==> src/rtl/return_stack_pkg.sv <==
// return_stack_pkg: shared defaults and types for the return-address stack.
//   DefWidth - default return-address width (matches the program counter)
//   DefDepth - default number of stack entries (power of two, >= 2)
//   addr_t   - return address at default width
//   depth_t  - entry count 0..DefDepth
//   ptr_t    - entry index 0..DefDepth-1
package return_stack_pkg;

    localparam int unsigned DefWidth = 8;
    localparam int unsigned DefDepth = 8;

    typedef logic [DefWidth-1:0]           addr_t;
    typedef logic [$clog2(DefDepth):0]     depth_t;
    typedef logic [$clog2(DefDepth)-1:0]   ptr_t;

endpackage

==> src/rtl/lifo_mem.sv <==
// lifo_mem: storage array for the return stack.
// Synchronous write, combinational read, no reset (contents above the
// live depth are never read, so they need no defined value).
//   clk_i   - write clock
//   we_i    - write enable
//   waddr_i - write index
//   wdata_i - write data
//   raddr_i - read index
//   rdata_o - read data (combinational)
module lifo_mem #(
    parameter int unsigned WIDTH = 8,
    parameter int unsigned DEPTH = 8
) (
    input  logic                     clk_i,
    input  logic                     we_i,
    input  logic [$clog2(DEPTH)-1:0] waddr_i,
    input  logic [WIDTH-1:0]         wdata_i,
    input  logic [$clog2(DEPTH)-1:0] raddr_i,
    output logic [WIDTH-1:0]         rdata_o
);

    logic [WIDTH-1:0] mem_q [DEPTH];

    always_ff @(posedge clk_i) begin
        if (we_i) begin
            mem_q[waddr_i] <= wdata_i;
        end
    end

    assign rdata_o = mem_q[raddr_i];

endmodule

==> src/rtl/return_stack.sv <==
// return_stack: hardware call/return address stack.
//   clk       - clock, rising edge
//   reset_n   - asynchronous active-low reset
//   push      - call: store pc_in + 1
//   pop       - return: emit top entry on ret_addr with a load pulse
//   pc_in     - program counter at the call instruction
//   clr_err   - clears sticky overflow/underflow
//   ret_addr  - registered return address (held while load is low)
//   load      - one-cycle parallel-load strobe for the program counter
//   depth     - current entry count
//   empty     - depth == 0
//   full      - depth == DEPTH
//   overflow  - sticky: push dropped because full
//   underflow - sticky: pop dropped because empty
module return_stack
    import return_stack_pkg::*;
#(
    parameter int unsigned WIDTH = DefWidth,
    parameter int unsigned DEPTH = DefDepth
) (
    input  logic                   clk,
    input  logic                   reset_n,
    input  logic                   push,
    input  logic                   pop,
    input  logic [WIDTH-1:0]       pc_in,
    input  logic                   clr_err,
    output logic [WIDTH-1:0]       ret_addr,
    output logic                   load,
    output logic [$clog2(DEPTH):0] depth,
    output logic                   empty,
    output logic                   full,
    output logic                   overflow,
    output logic                   underflow
);

    localparam int unsigned PtrW = $clog2(DEPTH);
    localparam logic [PtrW:0] DepthOne  = (PtrW + 1)'(1);
    localparam logic [PtrW:0] DepthFull = (PtrW + 1)'(DEPTH);

    logic [PtrW:0]      depth_q, depth_d;
    logic [WIDTH-1:0]   ret_addr_q, ret_addr_d;
    logic               load_q, load_d;
    logic               overflow_q, overflow_d;
    logic               underflow_q, underflow_d;

    logic               pop_ok, push_ok;
    logic [PtrW-1:0]    top_idx, wr_idx;
    logic [WIDTH-1:0]   rd_data, wr_data;

    assign empty = (depth_q == '0);
    assign full  = (depth_q == DepthFull);

    assign pop_ok  = pop && !empty;
    // A simultaneous accepted pop frees the top slot, so full does not block the push.
    assign push_ok = push && (!full || pop_ok);

    assign top_idx = PtrW'(depth_q - DepthOne);
    // Push+pop replaces the top entry in place; a lone push appends above it.
    assign wr_idx  = pop_ok ? top_idx : depth_q[PtrW-1:0];
    assign wr_data = pc_in + WIDTH'(1);

    lifo_mem #(
        .WIDTH (WIDTH),
        .DEPTH (DEPTH)
    ) u_lifo_mem (
        .clk_i   (clk),
        .we_i    (push_ok),
        .waddr_i (wr_idx),
        .wdata_i (wr_data),
        .raddr_i (top_idx),
        .rdata_o (rd_data)
    );

    always_comb begin
        depth_d = depth_q;
        if (push_ok && !pop_ok) begin
            depth_d = depth_q + DepthOne;
        end else if (pop_ok && !push_ok) begin
            depth_d = depth_q - DepthOne;
        end

        ret_addr_d = pop_ok ? rd_data : ret_addr_q;
        load_d     = pop_ok;

        // A new error in the same cycle wins over clr_err.
        overflow_d  = (push && !push_ok) || (overflow_q && !clr_err);
        underflow_d = (pop && !pop_ok) || (underflow_q && !clr_err);
    end

    always_ff @(posedge clk or negedge reset_n) begin
        if (!reset_n) begin
            depth_q     <= '0;
            ret_addr_q  <= '0;
            load_q      <= 1'b0;
            overflow_q  <= 1'b0;
            underflow_q <= 1'b0;
        end else begin
            depth_q     <= depth_d;
            ret_addr_q  <= ret_addr_d;
            load_q      <= load_d;
            overflow_q  <= overflow_d;
            underflow_q <= underflow_d;
        end
    end

    assign depth     = depth_q;
    assign ret_addr  = ret_addr_q;
    assign load      = load_q;
    assign overflow  = overflow_q;
    assign underflow = underflow_q;

endmodule

==> config.mk <==
export PLATFORM = sky130hd
export DESIGN_NAME = return_stack
export DESIGN_NICKNAME = d
export VERILOG_FILES = /design/src/rtl/return_stack_pkg.sv /design/src/rtl/lifo_mem.sv /design/src/rtl/return_stack.sv
export SDC_FILE = /design/constraint.sdc
export NUM_CORES = 1
export LEC_CHECK = 0
export ABC_AREA = 0
export CAP_MARGIN = 20
export CORE_ASPECT_RATIO = 2
export CORE_MARGIN = 2
export CORE_UTILIZATION = 35
export CTS_CLUSTER_DIAMETER = 40
export DETAILED_ROUTE_END_ITERATION = 12
export PLACE_DENSITY_LB_ADDON = 0.08
export SYNTH_ARGS = -nofsm -noshare
export SYNTH_HDL_FRONTEND = slang
export SYNTH_SLANG_ARGS = --single-unit
==> constraint.sdc <==
create_clock -name clk -period 4.4 [get_ports clk]
set_clock_uncertainty 0.15 [all_clocks]
set_input_delay 0.44 -clock clk [delete_from_list [all_inputs] [get_ports clk]]
set_output_delay 0.44 -clock clk [all_outputs]
set_load 0.02 [all_outputs]
# --- After elaboration in Yosys (flattened, before gate mapping) ---
# Memories as Yosys holds them, arrays and structs flattened. A register that Yosys moved wholly into a read port is not among the register bits.
# Cells that the tools add are included.
# W data, S select, Z words.
totals:
  reg_bits: 7
  ramBits: 64
  wordCells: 33
  mem_count: 1
  out_inout_bits: 17
  input_bits: 13
op_classes:
  reduce_logical: 19
  add_sub_neg: 3
  n_eq_ne: 1
  muxes: 5
mem_list:
  columns: ["memory", "words", "word_bits", "rd", "rd_ports_with_merged_regs", "wr", "line", "source"]
  rows:
  - ["u_lifo_mem.mem_q", 8, 8, 1, 1, 1, "lifo_mem.sv:22", "logic [WIDTH-1:0] mem_q [DEPTH];"]
ops:
  columns: ["operator", "n"]
  rows:
  - ["$add A8 B1 Y8 const B", 1]
  - ["$logic_and A1 B1 Y1", 8]
  - ["$mux W4", 2]
  - ["$logic_not A1 Y1", 6]
  - ["$add A4 B1 Y4 const B", 1]
  - ["$eq A4 B4 Y1 const B", 1]
  - ["$logic_not A4 Y1", 1]
  - ["$sub A4 B1 Y4 const B", 1]
  - ["$logic_or A1 B1 Y1", 3]
  - ["$mux W3", 1]
  - ["$mux W1", 2]
  - ["$reduce_bool A2 Y1", 1]

# --- Longest topological paths before layout ---
logic_depth:
  word_depth: 9
  mapped_depth: 11
  mapped_depth_nobuf: 8

# --- Hierarchy ---
# A second synthesis with hierarchy kept.
hier_totals:
  hier_cells: 181
  area_unflattened_um2: 3379.5
by_module_without_submodules:
  columns: ["mod", "area_each_um2", "instances", "seq_area_each_um2", "cells_per_inst"]
  rows:
  - ["lifo_mem", 2531.2, 1, 1921.8, 106]
  - ["return_stack", 848.3, 1, 375.4, 75]

# --- Worst setup path after synthesis ---
# OpenSTA, ideal clock, no wires.
synth_timing:
  kind: "reg2reg"
  startpoint: "register depth_q[0] (netlist: depth[0])"
  endpoint: "memory u_lifo_mem.mem_q[0][0] (enable)"
  required_time_ns: 3.875
  stages_incl_launch_ff: 10
  t_arrival_ns: 2.227
  n_path_buf: 3
  synth_period_minus_slack_ns: 2.752
  setup_time_ns: 0.375
  setup_slack_ns: 1.648
  cell_sequence: "dfrtp_1 buf_6 clkbuf_8 inv_1 ha_1 clkbuf_1 nand2_1 nor2_1 o21bai_1 a21oi_1"
synth_via:
  elab_chain_cells: 7
  elab_cells_between_ends: 11
  cone_classes: "add/sub (1); eq/ne (1); mux (3); reduce/logical (6)"
synth_lines:
  columns: ["element", "line", "source"]
  rows:
  - ["start, declared", "return_stack.sv:40", "logic [PtrW:0] depth_q, depth_d;"]
  - ["start signal, assigned", "return_stack.sv:98", "depth_q <= depth_d;"]
  - ["$logic_not A4 Y1", "return_stack.sv:50", "assign empty = (depth_q == '0);"]
  - ["$logic_not A1 Y1", "return_stack.sv:53", "assign pop_ok = pop && !empty;"]
  - ["$logic_and A1 B1 Y1", "return_stack.sv:53", null]
  - ["$logic_or A1 B1 Y1", "return_stack.sv:55", "assign push_ok = push && (!full || pop_ok);"]
  - ["$logic_and A1 B1 Y1", "return_stack.sv:55", null]
  - ["$mux W1", "lifo_mem.sv:25", "if (we_i) begin"]
  - ["$mux W1 (implied by the code)", "lifo_mem.sv:26", "mem_q[waddr_i] <= wdata_i;"]
  - ["end, declared", "lifo_mem.sv:22", null]
# Several ways; a longest one is shown, not always the timed one.

# --- Final worst setup path ---
layout_timing:
  startpoint: "register depth_q[1] (netlist: depth[1])"
  endpoint: "memory u_lifo_mem.mem_q[0][3] (enable)"
# The elaborated chain is that of the path after synthesis.

==> impl_metrics.toml <==
[worst_setup_path]
crit_path_max_incr_delay_ps = 860
critPathMaxFanout = 21
cp.required_ps = 4210
cp_top_family = "adder cells"
reg2reg_depth = 6
path_buf_inv = 1
crit_path_start_kind = "register"
endpoint_kind = "register"
startpoint = "depth[1]"
r2r_start = "depth[1]"
slowest_stage = "ha_1"
r2r_end = "u_lifo_mem.mem_q[0][3]"
crit_cells = 6
crit_type = "reg -> reg"
worstPathArrival_ps = 2860
r2r_slack_ps = 1340
endpoint = "u_lifo_mem.mem_q[0][3]"
crit_chain = "inv_1 > ha_1 > nand2_1 > nor2_1 > o21bai_1 > a21oi_1"

[die]
core_um2 = 9380
io_pins = 30
num_rows = 50
dieArea_um2 = 10500
die_y_um = 143
initial_core_util_pct = 36.1
die_w_um = 73.6

[routing]
drc = 0
drt_first_pass_iters = 4
drtIter0Drc = 73
ant_nets = 0
drt-total-wl_mm = 7.09
drt-wirelength-per-cell_um = 20.2
num_vias = 1851
via_per_inst = 5.27

[cts]
clk_path_buf_depth = 2
post_cts_buffers = 0
cts_tree = "done"
cts_root_buffer = "clkbuf_16"
hold_buffers = 0
cts_inserted_buffers = 9
cts_resized = 0
path_clk_slew_ps = 60
clock-sinks = 79
clkLatencyLatePin_ps = 330
htreeDepth = 3

[finish]
stdcell_area_um2 = 4080
nets = 259
final_util_pct = 43.5
antennaDiodeCount = 0
drive_gt1_share_pct = 13.4
syn_to_final_growth_pct = 20.5

[run]
drv_cap = 0

[run_status]
outcome = "finished clean"

[logic_synthesis]
synth_fp_nets = 224
synthMuxAreaShare_pct = 11.9
synth-compound-area-share_pct = 6.24
synth_top_family_by_area = "multiplexers"
synth_xor_area_share_pct = 2.84
seq_area_frac_synth_pct = 67.8
synthCells = 207
synth-simple-area-share_pct = 6.57
yosys.area_share.adder_pct = 1.48
avgSynthCellArea_um2 = 16.4
ys_seq_elements = 79
yosysWarnings = 0
synth_cell_type_count = 36
syn_area_um2 = 3390

[global_routing]
met1_usage_pct = 17.0
grt_overflow = 0
antenna_found_initial = 0
grt_use_met3_pct = 2.82
grt_use_total_pct = 15.1
grt-busiest-layer = "met2"
use_met2_pct = 26.6
grt_max_degree = 25
grt_pass1_vias = 1959
grt_pass1_wl_mm = 11.2

[timing]
drv_slew = 0
clock.fmax_mhz = 327
finalCritPeriodShare_pct = 69.5
hold_viol = 0
tightest_slew_ps = 971
setup-tns-final_ps = 0
relSlewSlack_pct = 35.3
holdWs_ps = 315
setup_viol = 0
rsz0062_at_grt = "false"
period_minus_slack_ps = 3060

[power_and_ir_drop]
power.total_mw = 2.86
power_per_cell_area_nw_per_um2 = 702
leakagePower_nw = 1.47
peakVddDrop_mv = 0.248

[placed_design]
dpl_cell_area_um2 = 3780
portBuffers = 29
hpwlAfterDp_mm = 4.99
gp_congestion = 0.753

[hold_path]
hold_path_class = "reg -> reg"
hold_depth = 2
-- sequential cells by signal, summed over array words and instances, names as in the netlist --
signal and flops:
ret_addr 8, overflow 1, u_lifo_mem.mem_q 64, load 1, underflow 1, depth 4
-- metal layers --
metal | wire length, um | share of wire (%)
met1 | 2760 | 39
met5 | 0 | 0
met2 | 3980 | 56
met3 | 175 | 2.5
met4 | 183 | 2.6
-- cell usage after synthesis, drive strengths merged --
master / number / area share (%)
a21oi: 9 / 1.6
a22o: 1 / 0.26
a22oi: 9 / 2.0
a311o: 1 / 0.30
a32o: 1 / 0.30
and3: 2 / 0.37
and4: 1 / 0.26
buf: 5 / 1.3
clkbuf: 6 / 0.96
dfrtp: 15 / 11
edfxtp: 64 / 57
ha: 4 / 1.5
inv: 8 / 0.89
mux2i: 1 / 0.30
mux4: 16 / 12
nand2: 19 / 2.1
nand2b: 5 / 0.92
nand3: 4 / 0.59
nand3b: 1 / 0.22
nand4: 3 / 0.55
nor2: 11 / 1.2
o2111ai: 1 / 0.26
o21a: 1 / 0.22
o21ai: 3 / 0.55
o21bai: 2 / 0.44
o22ai: 2 / 0.37
or4: 1 / 0.33
xnor2: 7 / 1.8
xor2: 4 / 1.0
-- per-stage QoR --
stage / worst slack [ps] / std cells
2_1_floorplan: 1650 / 207
3_3_place_gp: 1300 / 335
3_5_place_dp: 1230 / 335
4_1_cts: 1250 / 351
5_1_grt: 1020 / 351
6_report: 1340 / 351
-- final cells by class --
| type | count | area [um2] |
|---|---|---|
| clock buffer | 9 | 225 |
| clock inverter | 7 | 80.1 |
| fill | 836 | 5300 |
| inverter | 8 | 30.0 |
| multi-input combinational | 109 | 985 |
| sequential | 79 | 2300 |
| tap | 104 | 130 |
| timing repair buffer | 35 | 335 |
-- worst min path at each step --
stage / endpoint / start / slack (ps)
floorplan: depth[0] / reset_n / -6
global placement: ret_addr[3] / ret_addr[3] / 300
detailed placement: ret_addr[5] / ret_addr[5] / 310
CTS: ret_addr[5] / ret_addr[5] / 320
global route: ret_addr[5] / ret_addr[5] / 360
finish: ret_addr[3] / ret_addr[3] / 310
-- cells by family (layout without fill, tap and decap cells) --
family,after synthesis,count (layout)
AO/OA/AOI/OAI,30,30
XOR/XNOR,11,11
adder cells (fa/ha/maj),4,4
buffers and inverters,19,59
flip-flops,79,79
multiplexers,17,17
AND/OR/NAND/NOR,47,47
-- worst reg2reg max path, stage by stage, from the launching register on --
cell and delay, ps:
dfrtp_1 460, inv_1 110, ha_1 860, nand2_1 200, nor2_1 130, o21bai_1 100
a21oi_1 670
-- cell usage in the layout, fill, tap and decap left out --
cell             instances
and3_1                   2
a21oi_2                  2
o21ai_2                  1
a22oi_1                  9
buf_4                    6
nand2_1                 19
dfrtp_1                 15
xnor2_1                  7
mux2i_1                  1
clkdlybuf4s50_1         29
clkbuf_16                9
a32o_1                   1
nand4_1                  3
o2111ai_1                1
clkinv_4                 2
clkinvlp_4               2
xor2_1                   4
inv_6                    2
nand3_1                  4
nor2_1                  11
or4_4                    1
o21a_1                   1
mux4_2                   7
bufinv_16                1
a311o_1                  1
edfxtp_1                64
nand3b_1                 1
o22ai_1                  2
o21bai_1                 2
a21oi_1                  7
ha_1                     4
o21ai_0                  2
inv_1                    8
nand2b_1                 5
a22o_1                   1
mux4_1                   9
and4_1                   1
-- where the power goes --
| group | switching [mW] | leakage, nW | total, mW | internal (mW) |
|---|---|---|---|---|
| Combinational | 0.566 | 0.564 | 1.04 | 0.473 |
| Clock | 0.305 | 0.143 | 0.750 | 0.445 |
| Sequential | 0.0812 | 0.766 | 1.08 | 0.995 |
(Power assumes the default switching activity.)
